### config.mk
export PLATFORM = sky130hd
export DESIGN_NAME = serial_to_parallel_flat
export DESIGN_NICKNAME = d
export VERILOG_FILES = /design/src/rtl/serial_pkg.sv /design/src/rtl/serial_to_parallel_if.sv /design/src/rtl/serial_to_parallel_shift_reg.sv /design/src/rtl/serial_to_parallel.sv /design/src/flat_wrapper.sv
export SDC_FILE = /design/constraint.sdc
export NUM_CORES = 1
export LEC_CHECK = 0
export ABC_CLOCK_PERIOD_IN_PS = 1860
export CAP_MARGIN = 15
export CORE_UTILIZATION = 25
export DETAILED_ROUTE_END_ITERATION = 8
export SLEW_MARGIN = 0
export SYNTH_ARGS = -nofsm -noshare
export SYNTH_HDL_FRONTEND = slang
export SYNTH_SLANG_ARGS = --single-unit
### constraint.sdc
create_clock -name CLK -period 1.86 [get_ports CLK]
set_input_delay 0.186 -clock CLK [delete_from_list [all_inputs] [get_ports CLK]]
set_output_delay 0.186 -clock CLK [all_outputs]
set_load 0.02 [all_outputs]
### src/rtl/serial_pkg.sv
// Shared definitions for the serial link (transmitter and receiver).
package serial_pkg;

    typedef enum logic {
        IDLE = 1'b0,
        RECV = 1'b1
    } sipo_state_t;

endpackage

### src/rtl/serial_to_parallel_if.sv
// Word-level and serial-side signals of the receive end, grouped as one bus.
interface serial_to_parallel_if #(
    parameter int N = 4
);
    logic         EN;
    logic         start;
    logic         shift;
    logic         S;
    logic         ack;
    logic         clr_ovr;
    logic [N-1:0] Q;
    logic         valid;
    logic         busy;
    logic         overrun;

    modport master (
        output EN, start, shift, S, ack, clr_ovr,
        input  Q, valid, busy, overrun
    );

    modport slave (
        input  EN, start, shift, S, ack, clr_ovr,
        output Q, valid, busy, overrun
    );
endinterface

### src/rtl/serial_to_parallel_shift_reg.sv
// N-bit right-shift register; new bits enter at the MSB so the first bit ends up in bit 0.
module sipo_shift_reg #(
    parameter int N = 4
) (
    input  logic         CLK,
    input  logic         n_Reset,
    input  logic         clr,
    input  logic         en,
    input  logic         din,
    output logic [N-1:0] q
);

    always_ff @(posedge CLK or negedge n_Reset) begin
        if (!n_Reset) begin
            q <= '0;
        end else if (clr) begin
            q <= '0;
        end else if (en) begin
            q <= {din, q[N-1:1]};
        end
    end

endmodule

### src/rtl/serial_to_parallel.sv
// Receive end of the serial link: rebuilds LSB-first N-bit words and hands them
// to the consumer through a valid/ack register with sticky overrun.
module serial_to_parallel
    import serial_pkg::*;
#(
    parameter int N = 4
) (
    input logic                 CLK,
    input logic                 n_Reset,
    serial_to_parallel_if.slave bus
);

    localparam int CNT_W = (N > 2) ? $clog2(N) : 1;
    localparam logic [CNT_W-1:0] LAST = CNT_W'(N - 1);

    sipo_state_t      state, state_nxt;
    logic [CNT_W-1:0] cnt, cnt_nxt;
    logic             sr_clr;
    logic             sr_en;
    logic             done;
    logic [N-1:0]     sr;
    logic [N-1:0]     word;

    sipo_shift_reg #(.N(N)) u_sr (
        .CLK     (CLK),
        .n_Reset (n_Reset),
        .clr     (sr_clr),
        .en      (sr_en),
        .din     (bus.S),
        .q       (sr)
    );

    // The finished word includes the bit being sampled on this very edge.
    assign word = {bus.S, sr[N-1:1]};

    always_ff @(posedge CLK or negedge n_Reset) begin
        if (!n_Reset) begin
            state <= IDLE;
            cnt   <= '0;
        end else begin
            state <= state_nxt;
            cnt   <= cnt_nxt;
        end
    end

    always_comb begin
        state_nxt = state;
        cnt_nxt   = cnt;
        sr_clr    = 1'b0;
        sr_en     = 1'b0;
        done      = 1'b0;
        if (bus.EN) begin
            case (state)
                IDLE: begin
                    if (bus.start) begin
                        state_nxt = RECV;
                        cnt_nxt   = '0;
                        sr_clr    = 1'b1;
                    end
                end
                RECV: begin
                    // start takes priority: the coinciding shift bit is discarded
                    if (bus.start) begin
                        cnt_nxt = '0;
                        sr_clr  = 1'b1;
                    end else if (bus.shift) begin
                        sr_en = 1'b1;
                        if (cnt == LAST) begin
                            done      = 1'b1;
                            state_nxt = IDLE;
                            cnt_nxt   = '0;
                        end else begin
                            cnt_nxt = cnt + CNT_W'(1);
                        end
                    end
                end
                default: begin
                    state_nxt = IDLE;
                    cnt_nxt   = '0;
                end
            endcase
        end
    end

    always_ff @(posedge CLK or negedge n_Reset) begin
        if (!n_Reset) begin
            bus.Q       <= '0;
            bus.valid   <= 1'b0;
            bus.overrun <= 1'b0;
        end else begin
            if (done) begin
                if (!bus.valid || bus.ack) begin
                    bus.Q     <= word;
                    bus.valid <= 1'b1;
                end
            end else if (bus.ack) begin
                bus.valid <= 1'b0;
            end
            // A fresh overrun outranks a simultaneous clear.
            if (done && bus.valid && !bus.ack) begin
                bus.overrun <= 1'b1;
            end else if (bus.clr_ovr) begin
                bus.overrun <= 1'b0;
            end
        end
    end

    assign bus.busy = (state == RECV);

endmodule

### src/flat_wrapper.sv
// flat-port wrapper written by rule: the top's interface ports become plain ports
module serial_to_parallel_flat import serial_pkg::*;
#(
    parameter int N = 4
)
  (CLK, n_Reset, bus_EN, bus_start, bus_shift, bus_S, bus_ack, bus_clr_ovr, bus_Q, bus_valid, bus_busy, bus_overrun);
  serial_to_parallel_if #(.N(N)) bus_i ();
  input logic CLK;
  input logic n_Reset;
  input wire logic [$bits(bus_i.EN)-1:0] bus_EN;
  input wire logic [$bits(bus_i.start)-1:0] bus_start;
  input wire logic [$bits(bus_i.shift)-1:0] bus_shift;
  input wire logic [$bits(bus_i.S)-1:0] bus_S;
  input wire logic [$bits(bus_i.ack)-1:0] bus_ack;
  input wire logic [$bits(bus_i.clr_ovr)-1:0] bus_clr_ovr;
  output wire logic [$bits(bus_i.Q)-1:0] bus_Q;
  output wire logic [$bits(bus_i.valid)-1:0] bus_valid;
  output wire logic [$bits(bus_i.busy)-1:0] bus_busy;
  output wire logic [$bits(bus_i.overrun)-1:0] bus_overrun;
  assign bus_i.EN = bus_EN;
  assign bus_i.start = bus_start;
  assign bus_i.shift = bus_shift;
  assign bus_i.S = bus_S;
  assign bus_i.ack = bus_ack;
  assign bus_i.clr_ovr = bus_clr_ovr;
  assign bus_Q = bus_i.Q;
  assign bus_valid = bus_i.valid;
  assign bus_busy = bus_i.busy;
  assign bus_overrun = bus_i.overrun;
  serial_to_parallel #(.N(N)) u_core (.CLK(CLK), .n_Reset(n_Reset), .bus(bus_i));
endmodule
==> metrics, run 1 <==
status=complete, no violations; Required @ worst endpoint=roughly 1.7 ns; CTS Buf Count=3; Multi-input gate area=slightly below 200 sq um; worst r2r path cells=3; final clock skew=around 0.0012 ns; delay of the slowest critical-path stage=0.62 ns; Die Y=47.2 microns; placed cell areas=~680 sq um; leading area contributor after synthesis=dfrtp_1; CTS sink count=12; critical path class=reg2out; total wire length=~880 microns; largest net degree at the start of global routing=13; Area growth syn-to-layout=40.0%; first-pass GRT wire length=1440 microns; All-Layer GR Usage=0.102; Synth top area share=0.588; Via density=approximately 4.3; endpoints failing setup=0; Top delay family on crit path=buffers and inverters; number of global-route vias before repair=roughly 320; total die area=2230 sq um; initial antenna violation count=0; First-pass DRT Iterations=4; VDD IR-drop max=roughly 0.00039 V; element type at the critical path end=output pin; total congestion overflow=0; CTS max path bufs=2; CTS HTree Levels=1; Hold/Removal Path Class=in2async; Final #Nets=63; clk slew on worst S/H paths=approximately 0.080 ns; ANT nets after route=0; PostCTS Resize Cnt=0; Final Max Slew Viols=0; register bit total from synthesis=12; fin crit period=1.49 ns; cell leakage power=around 0.33 nW; Setup TNS=0 ns; final hold vios=0; layout cells sized above 1=0.283; Initial Util=0.280; most frequent cells in the layout=clkdlybuf4s50_1, dfrtp_1, mux2_4, a22o_2; clock root buffer=clkbuf_4; register area=about 300 sq um; Detail Placement HPWL=between 600 and 700 microns; crit start category=flop; Worst EP arrival=1.30 ns; RR Endpoint=u_core.bus.Q[3]; cell area after synthesis=510 sq um; slowest cell on the critical path=clkdlybuf4s50_1; synth top area cells=dfrtp_1, mux2_4, a22o_2; Core Rows=15; synthesis warning total=0; Slew HR=0.656; core area=between 1500 and 2000 sq um; via count=339; fin area=714 sq um; routability-driven placement congestion ratio=between 0.6 and 0.7; PortBufs=14; worst reg2reg setup slack=approximately 0.64 ns; PD cells=between 700 and 800 nW/um^2; Residual DRC=0; DRT iter0 DRCs=4; post-synthesis sequential area ratio=0.588; max frequency=around 670 MHz; Worst Setup EP=bus_busy; clk_lat worst skew=0.28 ns; most common cell after layout, fill and taps aside=clkdlybuf4s50_1; instance count on the critical path=1; TritonCTS clock tree=done; Worst Setup SP=u_core.bus.busy; final worst-path cycle share=0.799; CP Cell Sequence=clkdlybuf4s50_1; hold buffers post-CTS=0; Mapped Cells=35; RSZ-0062 raised after global routing=no; library cells used by synthesis=15; Inserted Diodes=0; fillcell total=about 190; Avg WL per Cell=11.3 microns; syn nets=44; num ports=15; launch point of the worst reg-to-reg path=u_core.bus.busy; worst-margin pin slew=0.515 ns; WP buf/inv=1; die width=between 40 and 50 microns; crit path max fanout=4; Avg Inst Size Synth=14.6 sq um; Setup Buffers After CTS=0; max-cap viol count=0
-- area by class of cell --
| type | count | share of cell area |
|---|---|---|
| sequential | 12 | 0.420 |
| clock buffer | 4 | 0.0508 |
| tap | 25 | 0.0438 |
| timing repair buffer | 15 | 0.207 |
| inverter | 1 | 0.00525 |
| multi-input combinational | 21 | 0.273 |
-- worst reg2reg max path: cells and delay by family (launching register included) --
family | cells | cell delay (ns)
flip-flops | 1 | 0.40
multiplexers | 1 | 0.31
AND/OR/NAND/NOR | 2 | 0.40
-- power by group --
part	total (W)	internal, W	switching (W)
logic	0.0000675	0.0000399	0.0000276
clock network	0.000212	0.000119	0.0000926
registers	0.000284	0.000274	0.00000948
-- routing by layer --
layer	global-route usage	routed length, microns	vias up
li1	-	-	165
met1	0.123	404	157
met2	0.144	394	14
met3	0.0577	65	3
met4	0.0514	16	0
met5	0	0	-
-- logic make-up (layout without fill, tap and decap cells) --
| group | Yosys count | count (layout) | synth area share |
|---|---|---|---|
| buffers and inverters | 2 | 20 | 0.0294 |
| DFF | 12 | 12 | 0.588 |
| AOI/OAI and AO/OA | 9 | 9 | 0.145 |
| adders and majority gates | 1 | 1 | 0.0245 |
| muxes | 4 | 4 | 0.118 |
| and+or+nand+nor | 7 | 7 | 0.0956 |
-- through the flow --
| stage | power (W) | setup WS, ns | instances | hold slack [ns] | util |
|---|---|---|---|---|---|
| after floorplan | 0.000321 | 0.520 | 35 | -0.110 | - |
| after global placement | 0.000356 | 0.358 | 74 | 0.488 | 0.373 |
| after detailed placement | 0.000357 | 0.349 | 74 | 0.497 | 0.373 |
| after CTS | 0.000575 | 0.368 | 78 | 0.261 | 0.392 |
| after global routing | 0.000593 | 0.335 | 78 | 0.281 | 0.392 |
| final | 0.000563 | 0.374 | 78 | 0.244 | 0.392 |
-- flip-flops by register name, summed over array words and instances (netlist names) --
register	cells
u_core.bus.Q	4
u_core.u_sr.q	3
u_core.cnt	2
u_core.bus.busy	1
u_core.bus.overrun	1
u_core.bus.valid	1
-- worst min path at each step --
stage | startpoint | end | slack [ns] | cells past startpoint
floorplan | n_Reset | u_core.bus.Q[0] | -0.11 | 0
global placement | u_core.cnt[1] | u_core.cnt[1] | 0.49 | 1
detailed placement | u_core.u_sr.q[1] | u_core.u_sr.q[1] | 0.50 | 1
CTS | n_Reset | u_core.bus.busy | 0.26 | 1
global route | n_Reset | u_core.cnt[0] | 0.28 | 1
finish | n_Reset | u_core.cnt[1] | 0.24 | 1
-- synth_stat cells --
master / n
nand2_1: 3
nor2_1: 1
buf_6: 1
a22o_1: 1
nand2b_1: 1
mux2_4: 4
and4b_1: 1
a21oi_1: 2
inv_1: 1
a22o_2: 4
o22ai_1: 1
dfrtp_1: 12
a21o_2: 1
ha_1: 1
nand3_4: 1
No activity file was read; power rests on OpenSTA's default activity.
==> run 2: changes to the inputs <==
--- a/config.mk
+++ b/config.mk
@@ -5,7 +5,7 @@
 export SDC_FILE = /design/constraint.sdc
 export NUM_CORES = 1
 export LEC_CHECK = 0
-export ABC_CLOCK_PERIOD_IN_PS = 1860
+export ABC_CLOCK_PERIOD_IN_PS = 1400
 export CAP_MARGIN = 15
 export CORE_UTILIZATION = 25
 export DETAILED_ROUTE_END_ITERATION = 8
==> constraint.sdc (replaced) <==
create_clock -name CLK -period 1.4 [get_ports CLK]
set_input_delay 0.14 -clock CLK [delete_from_list [all_inputs] [get_ports CLK]]
set_output_delay 0.14 -clock CLK [all_outputs]
set_load 0.02 [all_outputs]
==> metrics, run 2 (same netlist as run 1, synthesis figures left out) <==
Hold/Removal Path Class=in2async; largest net degree at the start of global routing=13 (unchanged); RSZ-0062 raised after global routing=no; num ports=15 (unchanged); Final Max Slew Viols=0 (unchanged); met2 usage=0.167 (+0.0222); Residual DRC=0 (unchanged); met1 Use GR=0.120 (-0.00265); DRT iter0 DRCs=8 (+4); Setup Buffers After CTS=0 (unchanged); core area=1820 sq um (unchanged); first-pass GRT wire length=1530 microns (+6.7%); crit path max fanout=4 (unchanged); dpl cells=75 (+1.4%); critical path class=reg2reg; final hold vios=0 (unchanged); number of global-route vias before repair=344 (+8.5%); Layout Cells excl Fill=79 (+1.3%); final clock skew=0.00160 ns (+0.000355 ns); Power Total=0.000744 W (+32%); Via density=4.34 (-0.10%); fin crit period=1.26 ns; PD cells=1020 nW/um^2 (+29%); launch point of the worst reg-to-reg path=u_core.cnt[0]; worst-margin pin slew=0.514 ns (-0.000949 ns); layout cells sized above 1=0.296 (+0.0133); delay of the slowest critical-path stage=0.39 ns (-0.23 ns); clk_lat worst skew=0.28 ns (about the same); CP Cell Sequence=ha_1, nand3_4, mux2_4; final worst-path cycle share=0.897; most frequent cells in the layout=dfrtp_1, clkdlybuf4s50_1, dlymetal6s2s_1; total congestion overflow=0 (unchanged); pre-CTS WS=-0.0732 ns (-0.422 ns); Worst EP arrival=1.42 ns (+0.12 ns); register name with the most flops=u_core.bus.Q; Worst Setup SP=u_core.cnt[0]; worst reg2reg setup slack=0.14 ns (-0.50 ns); Worst Setup EP=u_core.bus.Q[3]; Die Y=47.2 microns (unchanged); Initial Util=0.280 (unchanged); placed cell areas=686 sq um (+1.1%); endpoints failing setup=0 (unchanged); element type at the critical path end=flop; hold buffers post-CTS=0 (unchanged); CTS HTree Levels=1 (unchanged); cell leakage power=0.433 nW (+30%); fin area=732 sq um (+2.5%); slowest cell on the critical path=dfrtp_1; Core Rows=15 (unchanged); All-Layer GR Usage=0.110 (+0.00786); Avg WL per Cell=11.5 microns (+2.2%); max frequency=796 MHz; initial antenna violation count=0 (unchanged); Inserted Diodes=0 (unchanged); clk slew on worst S/H paths=0.08 ns (about the same); crit start category=flop; TritonCTS clock tree=done; total die area=2230 sq um (unchanged); max-cap viol count=0 (unchanged); Area growth syn-to-layout=43.4%; CTS max path bufs=2 (unchanged); CTS Buf Count=3 (unchanged); status=complete, no violations; ANT nets after route=0 (unchanged); Setup TNS=0 ns (unchanged); worst r2r path cells=3 (unchanged); routability-driven placement congestion ratio=0.664 (+1.0%); GR peak layer=met2; PostCTS Resize Cnt=2 (+2); First-pass DRT Iterations=4 (unchanged); Largest regs=u_core.bus.Q (4), u_core.u_sr.q (3), u_core.cnt (2); PortBufs=14 (unchanged); Slew HR=0.656 (about the same); total wire length=911 microns (+3.5%); CTS sink count=12 (unchanged); VDD IR-drop max=0.000601 V (+53%); Final #Nets=64 (+1.6%); Required @ worst endpoint=1.57 ns (-0.10 ns); Detail Placement HPWL=634 microns (-4.0%); final worst slack=0.144 ns (-0.230 ns); die width=47.2 microns (unchanged); clock root buffer=clkbuf_4; RR Endpoint=u_core.bus.Q[3]; max FFs per register=4 (unchanged); via count=343 (+1.2%); most common cell after layout, fill and taps aside=dfrtp_1; met3 Usage GRT=0.0577 (unchanged)
-- run 2: area by class of cell --
cell class	instances	area, sq um
clock buffers	4	36.3
well taps	25	31.3
inverters	1	3.75
flip-flops and latches	12	300
repair buffers	16	165
multi-input cells	21	195
fillers	186	1090
-- run 2: power by group --
group          internal, W  switching (W)  total (W)
combinational    0.0000516      0.0000367  0.0000882
clock             0.000158       0.000120   0.000278
sequential        0.000364      0.0000134   0.000378
total             0.000574       0.000170   0.000744
-- run 2: stage by stage --
stage / util / hold slack, ns
floorplan: - / -0.156
global placement: 0.377 / 0.488
detailed placement: 0.377 / 0.494
CTS: 0.395 / 0.218
global route: 0.402 / 0.253
finish: 0.402 / 0.201
-- run 2: worst min path at each step --
| stage | startpoint | end | slack (ns) | cells after the start |
|---|---|---|---|---|
| finish | n_Reset | u_core.u_sr.q[1] | 0.20 | 1 |
| global route | n_Reset | u_core.u_sr.q[1] | 0.25 | 1 |
| CTS | n_Reset | u_core.u_sr.q[1] | 0.22 | 1 |
| detailed placement | u_core.cnt[1] | u_core.cnt[1] | 0.49 | 1 |
| global placement | u_core.cnt[1] | u_core.cnt[1] | 0.49 | 1 |
| floorplan | n_Reset | u_core.bus.Q[0] | -0.16 | 0 |
-- run 2: routing by layer --
layer | share of wire | vias up
met5 | 0 | -
met4 | 0.0099 | 0
met1 | 0.44 | 159
met2 | 0.48 | 15
met3 | 0.064 | 2
li1 | - | 167
-- run 2: worst max-delay path: cells and delay by family (launching register included) --
kind	cells	cell delay [ns]
flip-flops	1	0.39
multiplexers	1	0.32
adder cells (fa/ha/maj)	1	0.29
AND/OR/NAND/NOR	1	0.14
